## src/rtl/alu_muldiv_pkg.sv

```systemverilog
// Shared opcode codes and helpers for the iterative multiply/divide unit.
// The MD_* values sit beside the ALU opcodes used by the execute stage.
package alu_muldiv_pkg;

    localparam logic [2:0] MD_MULT  = 3'd0;
    localparam logic [2:0] MD_MULTU = 3'd1;
    localparam logic [2:0] MD_DIV   = 3'd2;
    localparam logic [2:0] MD_DIVU  = 3'd3;
    localparam logic [2:0] MD_MTHI  = 3'd4;
    localparam logic [2:0] MD_MTLO  = 3'd5;

    // Signed ops work on magnitudes and fix up the sign afterwards.
    function automatic logic is_signed_op(input logic [2:0] op);
        return (op == MD_MULT) || (op == MD_DIV);
    endfunction

endpackage

```

## src/rtl/alu_muldiv_core.sv

```systemverilog
// Radix-2 datapath of the mul/div unit: operand registers, step counter and
// a shared (2*WIDTH+1)-bit accumulator used for shift-add multiply and
// restoring shift-subtract divide. Works on unsigned magnitudes only.
// MULDIV_DIV_EN: when undefined, only the multiply step is built.
module alu_muldiv_core
    import alu_muldiv_pkg::*;
#(
    parameter int WIDTH = 32
) (
    input  logic               clk,
    input  logic               rst,
    input  logic               start_i,
    input  logic               div_i,
    input  logic               step_i,
    input  logic [WIDTH-1:0]   a_i,
    input  logic [WIDTH-1:0]   b_i,
    output logic               last_o,
    output logic [2*WIDTH-1:0] acc_o
);

    localparam int CW = $clog2(WIDTH + 1);

    logic [CW-1:0]      cnt_q, cnt_d;
    logic [2*WIDTH:0]   acc_q, acc_d;
    logic [WIDTH-1:0]   b_q, b_d;
    logic               div_q, div_d;
    logic [WIDTH:0]     mul_upper;
    logic [2*WIDTH:0]   mul_next;
    logic [2*WIDTH:0]   step_next;

    // Multiply: add multiplicand into the upper half when the low bit is set, then shift right.
    assign mul_upper = acc_q[2*WIDTH:WIDTH] + (acc_q[0] ? {1'b0, b_q} : '0);
    assign mul_next  = {1'b0, mul_upper, acc_q[WIDTH-1:1]};

`ifdef MULDIV_DIV_EN
    logic [2*WIDTH:0]   div_shl;
    logic [WIDTH+1:0]   div_diff;
    logic [2*WIDTH:0]   div_next;

    // Divide: shift {rem, quo} left, keep the trial subtraction only if it does not borrow.
    assign div_shl   = {acc_q[2*WIDTH-1:0], 1'b0};
    assign div_diff  = {1'b0, div_shl[2*WIDTH:WIDTH]} - {2'b00, b_q};
    assign div_next  = div_diff[WIDTH+1] ? div_shl
                                         : {div_diff[WIDTH:0], div_shl[WIDTH-1:1], 1'b1};
    assign step_next = div_q ? div_next : mul_next;
`else
    logic unused_div;
    assign unused_div = div_q;
    assign step_next  = mul_next;
`endif

    // Load operands on start, otherwise advance one radix-2 step per enabled cycle.
    always_comb begin
        cnt_d = cnt_q;
        acc_d = acc_q;
        b_d   = b_q;
        div_d = div_q;
        if (start_i) begin
            cnt_d = CW'(WIDTH);
            acc_d = {{(WIDTH+1){1'b0}}, a_i};
            b_d   = b_i;
            div_d = div_i;
        end else if (step_i) begin
            cnt_d = cnt_q - CW'(1);
            acc_d = step_next;
        end
    end

    // Datapath state registers.
    always_ff @(posedge clk or posedge rst) begin
        if (rst) begin
            cnt_q <= '0;
            acc_q <= '0;
            b_q   <= '0;
            div_q <= 1'b0;
        end else begin
            cnt_q <= cnt_d;
            acc_q <= acc_d;
            b_q   <= b_d;
            div_q <= div_d;
        end
    end

    assign last_o = (cnt_q == CW'(1));
    assign acc_o  = acc_q[2*WIDTH-1:0];

endmodule

```

## src/rtl/alu_muldiv.sv

```systemverilog
// Iterative multiply/divide unit with architectural HI/LO registers.
// Holds the FSM, valid/ready handshake, HI/LO and the sign fixup; the
// radix-2 datapath lives in alu_muldiv_core.
// MULDIV_DIV_EN: define to build DIV/DIVU; otherwise they report op_err.
module alu_muldiv
    import alu_muldiv_pkg::*;
#(
    parameter int               WIDTH    = 32,
    parameter logic [WIDTH-1:0] HILO_RST = '0
) (
    input  logic             clk,
    input  logic             rst,
    input  logic             req_valid,
    output logic             req_ready,
    input  logic [2:0]       req_op,
    input  logic [WIDTH-1:0] req_x,
    input  logic [WIDTH-1:0] req_y,
    input  logic             flush,
    output logic             res_valid,
    input  logic             res_ready,
    output logic [WIDTH-1:0] hi,
    output logic [WIDTH-1:0] lo,
    output logic             div_by_zero,
    output logic             op_err,
    output logic             busy
);

    typedef enum logic [1:0] {ST_IDLE, ST_CALC, ST_FIXUP, ST_DONE} state_e;

    state_e                state_q, state_d;
    logic [WIDTH-1:0]      hi_q, hi_d, lo_q, lo_d;
    logic                  dbz_q, dbz_d, err_q, err_d;
    logic                  is_div_q, neg_q, xneg_q, yzero_q;
    logic [WIDTH-1:0]      x_q;
    logic                  op_mul, op_div, op_sgn, accept, start, core_last;
    logic [WIDTH-1:0]      x_abs, y_abs;
    logic [2*WIDTH-1:0]    core_acc;
    logic [WIDTH-1:0]      quo, rem;

    assign op_mul = (req_op == MD_MULT) || (req_op == MD_MULTU);
`ifdef MULDIV_DIV_EN
    assign op_div = (req_op == MD_DIV) || (req_op == MD_DIVU);
`else
    assign op_div = 1'b0;
`endif
    assign op_sgn = is_signed_op(req_op);
    assign x_abs  = (op_sgn && req_x[WIDTH-1]) ? -req_x : req_x;
    assign y_abs  = (op_sgn && req_y[WIDTH-1]) ? -req_y : req_y;
    assign accept = req_valid && (state_q == ST_IDLE) && !flush;
    assign quo    = core_acc[WIDTH-1:0];
    assign rem    = core_acc[2*WIDTH-1:WIDTH];

    alu_muldiv_core #(.WIDTH(WIDTH)) u_core (
        .clk     (clk),
        .rst     (rst),
        .start_i (start),
        .div_i   (op_div),
        .step_i  (state_q == ST_CALC),
        .a_i     (x_abs),
        .b_i     (y_abs),
        .last_o  (core_last),
        .acc_o   (core_acc)
    );

    // Next state, HI/LO writes and result flags; flush beats the FIXUP commit.
    always_comb begin
        state_d = state_q;
        hi_d    = hi_q;
        lo_d    = lo_q;
        dbz_d   = dbz_q;
        err_d   = err_q;
        start   = 1'b0;
        case (state_q)
            ST_IDLE: begin
                if (accept) begin
                    dbz_d = 1'b0;
                    err_d = 1'b0;
                    if (req_op == MD_MTHI) begin
                        hi_d = req_x;
                    end else if (req_op == MD_MTLO) begin
                        lo_d = req_x;
                    end else if (op_mul || op_div) begin
                        start   = 1'b1;
                        state_d = ST_CALC;
                    end else begin
                        err_d   = 1'b1;
                        state_d = ST_DONE;
                    end
                end
            end
            ST_CALC: begin
                if (flush) begin
                    state_d = ST_IDLE;
                end else if (core_last) begin
                    state_d = ST_FIXUP;
                end
            end
            ST_FIXUP: begin
                if (flush) begin
                    state_d = ST_IDLE;
                end else begin
                    state_d = ST_DONE;
                    if (is_div_q) begin
                        if (yzero_q) begin
                            hi_d  = x_q;
                            lo_d  = '1;
                            dbz_d = 1'b1;
                        end else begin
                            lo_d = neg_q  ? -quo : quo;
                            hi_d = xneg_q ? -rem : rem;
                        end
                    end else begin
                        {hi_d, lo_d} = neg_q ? -core_acc : core_acc;
                    end
                end
            end
            ST_DONE: begin
                if (res_ready) begin
                    state_d = ST_IDLE;
                end
            end
            default: state_d = ST_IDLE;
        endcase
    end

    // FSM state, HI/LO and result flag registers.
    always_ff @(posedge clk or posedge rst) begin
        if (rst) begin
            state_q <= ST_IDLE;
            hi_q    <= HILO_RST;
            lo_q    <= HILO_RST;
            dbz_q   <= 1'b0;
            err_q   <= 1'b0;
        end else begin
            state_q <= state_d;
            hi_q    <= hi_d;
            lo_q    <= lo_d;
            dbz_q   <= dbz_d;
            err_q   <= err_d;
        end
    end

    // Sign and divide-by-zero bookkeeping captured at accept for the fixup cycle.
    always_ff @(posedge clk or posedge rst) begin
        if (rst) begin
            is_div_q <= 1'b0;
            neg_q    <= 1'b0;
            xneg_q   <= 1'b0;
            yzero_q  <= 1'b0;
            x_q      <= '0;
        end else if (start) begin
            is_div_q <= op_div;
            neg_q    <= op_sgn && (req_x[WIDTH-1] ^ req_y[WIDTH-1]);
            xneg_q   <= op_sgn && req_x[WIDTH-1];
            yzero_q  <= (req_y == '0);
            x_q      <= req_x;
        end
    end

    assign req_ready   = (state_q == ST_IDLE);
    assign busy        = (state_q != ST_IDLE);
    assign res_valid   = (state_q == ST_DONE);
    assign div_by_zero = dbz_q && res_valid;
    assign op_err      = err_q && res_valid;
    assign hi          = hi_q;
    assign lo          = lo_q;

endmodule

```

## config.mk

```make
export PLATFORM = sky130hd
export DESIGN_NAME = alu_muldiv
export DESIGN_NICKNAME = d
export VERILOG_FILES = /design/src/rtl/alu_muldiv_pkg.sv /design/src/rtl/alu_muldiv_core.sv /design/src/rtl/alu_muldiv.sv
export SDC_FILE = /design/constraint.sdc
export NUM_CORES = 1
export LEC_CHECK = 0
export ABC_AREA = 1
export BUFFER_PORTS_ARGS = -buffer_cell sky130_fd_sc_hd__buf_2
export CORE_MARGIN = 10
export CORE_UTILIZATION = 50
export CTS_CLUSTER_DIAMETER = 120
export CTS_CLUSTER_SIZE = 40
export DETAILED_ROUTE_END_ITERATION = 6
export PLACE_DENSITY = 0.69
export RECOVER_POWER = 100
export SKIP_CTS_REPAIR_TIMING = 1
export SYNTH_ARGS = -nofsm -noshare
export SYNTH_HDL_FRONTEND = slang
export SYNTH_SLANG_ARGS = --single-unit
export TNS_END_PERCENT = 5
```

## constraint.sdc

```tcl
create_clock -name clk -period 7.1 [get_ports clk]
set_clock_uncertainty 0.1 [all_clocks]
set_input_delay 0.71 -clock clk [delete_from_list [all_inputs] [get_ports clk]]
set_output_delay 0.71 -clock clk [all_outputs]
set_load 0.03 [all_outputs]
```

Yosys cells after proc, flatten, opt, wreduce, memory -nomap -nowiden
Cells that the tools add are included.
{"block": "totals", "elab_cells": 91, "out_inout_bits": 69, "in_bits": 72, "reg_bits": 173}
{"block": "classes", "eq_ne": 17, "mux": 36, "reduce_logical": 21, "addsub": 5, "bitwise_logic": 2}
{"op": "$mux 32", "count": 10}
{"op": "$mux 65", "count": 2}
{"op": "$pmux 32 s2", "count": 2}
{"op": "$mux 64", "count": 1}
{"op": "$neg 32->32", "count": 2}
{"op": "$neg 64->64", "count": 1}
{"op": "$add 33x33->33", "count": 1}
{"op": "$logic_not 32->1", "count": 1}
{"op": "$mux 2", "count": 8}
{"op": "$reduce_and 5->1", "count": 3}
{"op": "$mux 6", "count": 2}
{"op": "$mux 1", "count": 10}
{"op": "$ne 2x1->1 const B", "count": 4}
{"op": "$ne 2x2->1 const B", "count": 4}
{"op": "$pmux 2 s4", "count": 1}
{"op": "$logic_and 1x1->1", "count": 7}
{"op": "$eq 3x3->1 const B", "count": 2}
{"op": "$eq 6x1->1 const B", "count": 1}
{"op": "$reduce_bool 2->1", "count": 3}
{"op": "$sub 6x1->6 const B", "count": 1}
{"op": "$eq 2x2->1 const B", "count": 2}
{"op": "$reduce_and 4->1", "count": 1}
{"op": "$eq 3x1->1 const B", "count": 1}
{"op": "$eq 3x2->1 const B", "count": 1}
{"op": "9 further kinds", "count": 10}

Depth between registers and ports, before layout
{"block": "logic_depth", "word_depth": 8, "depth_mapped": 18, "depth_no_buf": 16}

By module
A second synthesis with hierarchy kept.
{"block": "hier_totals", "cells_unflattened": 2246, "area_unflattened_um2": 13779.5}
{"mod": "alu_muldiv", "cells_each": 1244, "area_each_um2": 7076.8, "instances": 1, "seq_area_each_um2": 1701.6}
{"mod": "alu_muldiv_core", "cells_each": 1002, "area_each_um2": 6702.7, "instances": 1, "seq_area_each_um2": 2552.4}

Worst setup path after synthesis
Ideal clock, no wire load.
{"block": "synth_timing", "kind": "register to register", "startpoint": "reg u_core.acc_q[0]", "endpoint": "reg u_core.acc_q[45]", "setup_time_ns": 0.130, "t_required_ns": 6.870, "stages_incl_launch_ff": 16, "arrival_ns": 2.274, "period_less_slack_ns": 2.505, "slack_ns": 4.595, "path_buffers": 2, "cell_sequence": "dfrtp_1 buf_2 buf_1 nand2_1 inv_1 ha_1 fa_1 nand3_1 nand2_1 nand2_1 nand2_1 nand3_1 nand2_1 or2_2 nand3_1 o21ai_0"}
{"block": "synth_between", "elab_chain_len": 4}
{"element": "from (decl)", "line": "alu_muldiv_core.sv:24", "source": "logic [2*WIDTH:0] acc_q, acc_d;"}
{"element": "from (signal assigned)", "line": "alu_muldiv_core.sv:73", "source": "acc_q <= '0;"}
{"element": "from (signal assigned)", "line": "alu_muldiv_core.sv:78", "source": "acc_q <= acc_d;"}
{"element": "$mux 32", "line": "alu_muldiv_core.sv:32", "source": "assign mul_upper = acc_q[2*WIDTH:WIDTH] + (acc_q[0] ? {1'b0, b_q} : '0);"}
{"element": "$add 33x33->33", "line": "alu_muldiv_core.sv:32"}
{"element": "$mux 65", "line": "alu_muldiv_core.sv:63", "source": "end else if (step_i) begin"}
{"element": "$mux 65", "line": "alu_muldiv_core.sv:58", "source": "if (start_i) begin"}
Every way passes these cells. The select of a mux whose other input is x is not followed.
A chain may end at the register's enable or synchronous reset.

Final worst setup path
{"block": "layout_timing", "startpoint": "reg state_q[1]", "endpoint": "reg lo_q[27] (netlist: lo[27])"}
{"block": "layout_between", "elab_chain_len": 5, "elab_cells_between_ends": 11, "classes_between": "eq/ne: 5; mux: 1; reduce/logical: 5"}
{"element": "from (decl)", "line": "alu_muldiv.sv:30", "source": "state_e state_q, state_d;"}
{"element": "from (signal assigned)", "line": "alu_muldiv.sv:135", "source": "state_q <= state_d;"}
{"element": "$logic_not 2->1", "line": "alu_muldiv.sv:49, alu_muldiv.sv:73"}
{"element": "$logic_and 1x1->1 (2 in series)", "line": "alu_muldiv.sv:49", "source": "assign accept = req_valid && (state_q == ST_IDLE) && !flush;"}
{"element": "$ne 2x1->1 (no line)"}
{"element": "$reduce_and 5->1 (no line)"}
{"element": "to (signal assigned)", "line": "alu_muldiv.sv:137", "source": "lo_q <= lo_d;"}
{"element": "to (decl)", "line": "alu_muldiv.sv:31", "source": "logic [WIDTH-1:0] hi_q, hi_d, lo_q, lo_d;"}
Parallel ways exist; a longest one is shown, timed or not.

==> impl_metrics.ini <==
[status]
outcome = finished with violations
violations = capacitance limit, slew limit

[global_routing]
antenna_found_initial = 0
gr-total-overflow = 0
grt_pass1_wl_um = 79300
track_usage = 0.301
grt_max_degree = 96
grt_pass1_vias = 14000

[setup_path]
path_common_cell = inv_1
critPathBufInv = 5
rrSetupSlack_ns = 2.41
cp_max_fo = 92
worstSetupPathType = reg -> reg
cp_num_cells = 10
cp_slowest_stage_delay_ns = 1.32
r2r-start = state_q[1]
worstSetupStartpointType = register
cp_top_family = buffers and inverters
startpoint = state_q[1]
r2r_end = lo[27]
arrival_ns = 4.91
path_cells = inv_1 > nor2_4 > buf_4 > inv_1 > o21ai_0 > nand2_1 > clkbuf_1 > inv_1 > nor2_1 > a21oi_1
required_ns = 7.32
crit_slowest_cell = clkbuf_1
r2r_cells = 10
crit_end = lo[27]
crit_path_end_kind = register

[clock_network]
cts_buffer_depth = 2
clockRootBuffer = clkbuf_16
cts_sinks = 170
clkTransAtPathRegs_ns = 0.07
cts_tree = yes
clk_latency_ns = 0.44
cts_inserted_buffers = 17
cts_max_level = 4

[final_layout]
fill_cells = 2766
ff_latch_area_sq_um = 4260
final_common_cell = nand2_1
area_delta_synth_final_pct = 10.1
finalNetCount = 2388
n_antenna_cell = 0
drive_gt1_frac = 0.0659
final_util = 0.563
multiInputGateArea_sq_um = 7820
fin_area_sq_um = 14800
layout_common_cells = 589 x nand2_1, 365 x nor2_1, 271 x inv_1

[power]
peakVddDrop_uv = 181
p_per_area_nw_per_um2 = 423
seqPwrFrac = 0.289
combPwrFrac = 0.554
p_switching_mw = 3.42
p_int_mw = 2.84
clkPwrFrac = 0.157
p_leak_nw = 7.38
sw_frac_of_total = 0.546

[timing]
max_freq_mhz = 213
worst_pin_slew_ns = 4.42
hold_viol_final = 0
final.setup.tns_ns = 0
period_share = 0.660
slew_headroom = -1.96
setup_viol = 0
slew_viol_final = 358
fin_crit_ns = 4.69
hold_ws_ns = 0.380
rsz0062_at_grt = false
setup_slack_ns = 2.41

[drt]
wl_met1_um = 21200
post_drt_wl_per_cell_um = 19.7
vias_per_cell = 5.65
drt_iter0_markers = 1561
top_layer_used = met4
wirelength_um = 51800
wl_met2_um = 24400
dr_wl_met3_um = 4250
vias = 14800
drt_pass1_iterations = 6
drc = 0
drtAntennaViolNets = 0

[synthesis]
syn_avg_cell_area_sq_um = 6.16
synth_cell_types = 41
async_flop_share = 1.00
ys_seq_area_frac = 0.316
synth_edf_count = 0
synth_seq_cells = 170
syn_nets = 2291
synth-main-ff-cell = dfrtp_1
ys_warn_count = 0
postSynthCellCount = 2181
netlist_area_sq_um = 13400

[floorplan]
core_sq_um = 26300
start_util = 0.512
die_h_um = 184
row_count = 59
die_w_um = 184
die_area_sq_um = 33800
ios = 141

[placement]
dpl.hpwl_um = 41100
gp_congestion = 0.981
port_buffers = 139
place_area_sq_um = 14300
dp_slack_ns = 3.54

[min_path]
hold_path_class = in -> reg
holdCritStartpoint = res_ready

[run]
maxCapViolCount = 8
## power groups by stage
stage	Sequential, mW	Combinational (mW)	Clock [mW]
floorplan	2.01	2.17	0
global placement	1.80	3.43	0
detailed placement	1.80	3.48	0
CTS	1.79	3.49	0.989
global route	1.86	3.86	1.03
finish	1.81	3.47	0.986
## flip-flops by register name, summed over array words and instances (netlist names)
| signal | flops |
|---|---|
| neg_q | 1 |
| u_core.acc_q | 64 |
| err_q | 1 |
| u_core.b_q | 32 |
| u_core.cnt_q | 6 |
| state_q | 2 |
| lo | 32 |
| hi | 32 |
## metrics by stage
stage | total power, mW | cells
floorplan | 4.18 | 2181
finish | 6.26 | 2626
global route | 6.74 | 2626
detailed placement | 5.28 | 2594
global placement | 5.23 | 2594
CTS | 6.27 | 2626
## Yosys cell counts, types with 16 or more instances
cell	instances	area, sq um
o21ai_1	26	130
a21oi_1	118	591
o221ai_1	18	158
nand3_1	247	1240
nand4_1	21	131
a31oi_1	19	119
nand2_1	588	2210
nor3_1	16	80.1
inv_1	264	991
dfrtp_1	170	4250
o21ai_0	102	510
o22ai_1	16	100
clkbuf_1	23	86.3
buf_2	28	140
ha_1	37	463
xor2_1	17	149
nor2_1	363	1360
## layer usage
layer / global-route usage / vias up
li1: - / 7239
met2: 0.502 / 639
met5: 0 / -
met3: 0.0581 / 90
met4: 0.113 / 0
met1: 0.376 / 6871
## worst register-to-register path: stages (launching register included)
cell and delay (ns):
dfrtp_1 0.44, inv_1 0.13, nor2_4 0.03, buf_4 0.41, inv_1 0.51, o21ai_0 0.14, nand2_1 0.07, clkbuf_1 1.32
inv_1 1.03, nor2_1 0.32, a21oi_1 0.06
## worst min path at each step
stage,to,cells after the start
6_report,state_q[1],2
5_1_grt,state_q[1],2
4_1_cts,hi[22],2
3_5_place_dp,u_core.b_q[20],2
3_3_place_gp,u_core.b_q[23],2
2_1_floorplan,u_core.b_q[30],2
## logic make-up after synthesis
kind of cell | share of synthesized area
simple gates | 0.398
buf+inv | 0.101
compound gates | 0.135
flops | 0.316
fa+ha+maj | 0.0359
xor+xnor | 0.0130
other cells | 0.000279
## area by class of cell
type / count / area share
clock buffers: 17 / 0.0287
clock inverters: 15 / 0.0118
inverters: 278 / 0.0706
multi-input cells: 1664 / 0.528
flip-flops and latches: 170 / 0.288
well taps: 335 / 0.0283
repair buffers: 147 / 0.0445
No activity file was read; power rests on OpenSTA's default activity.
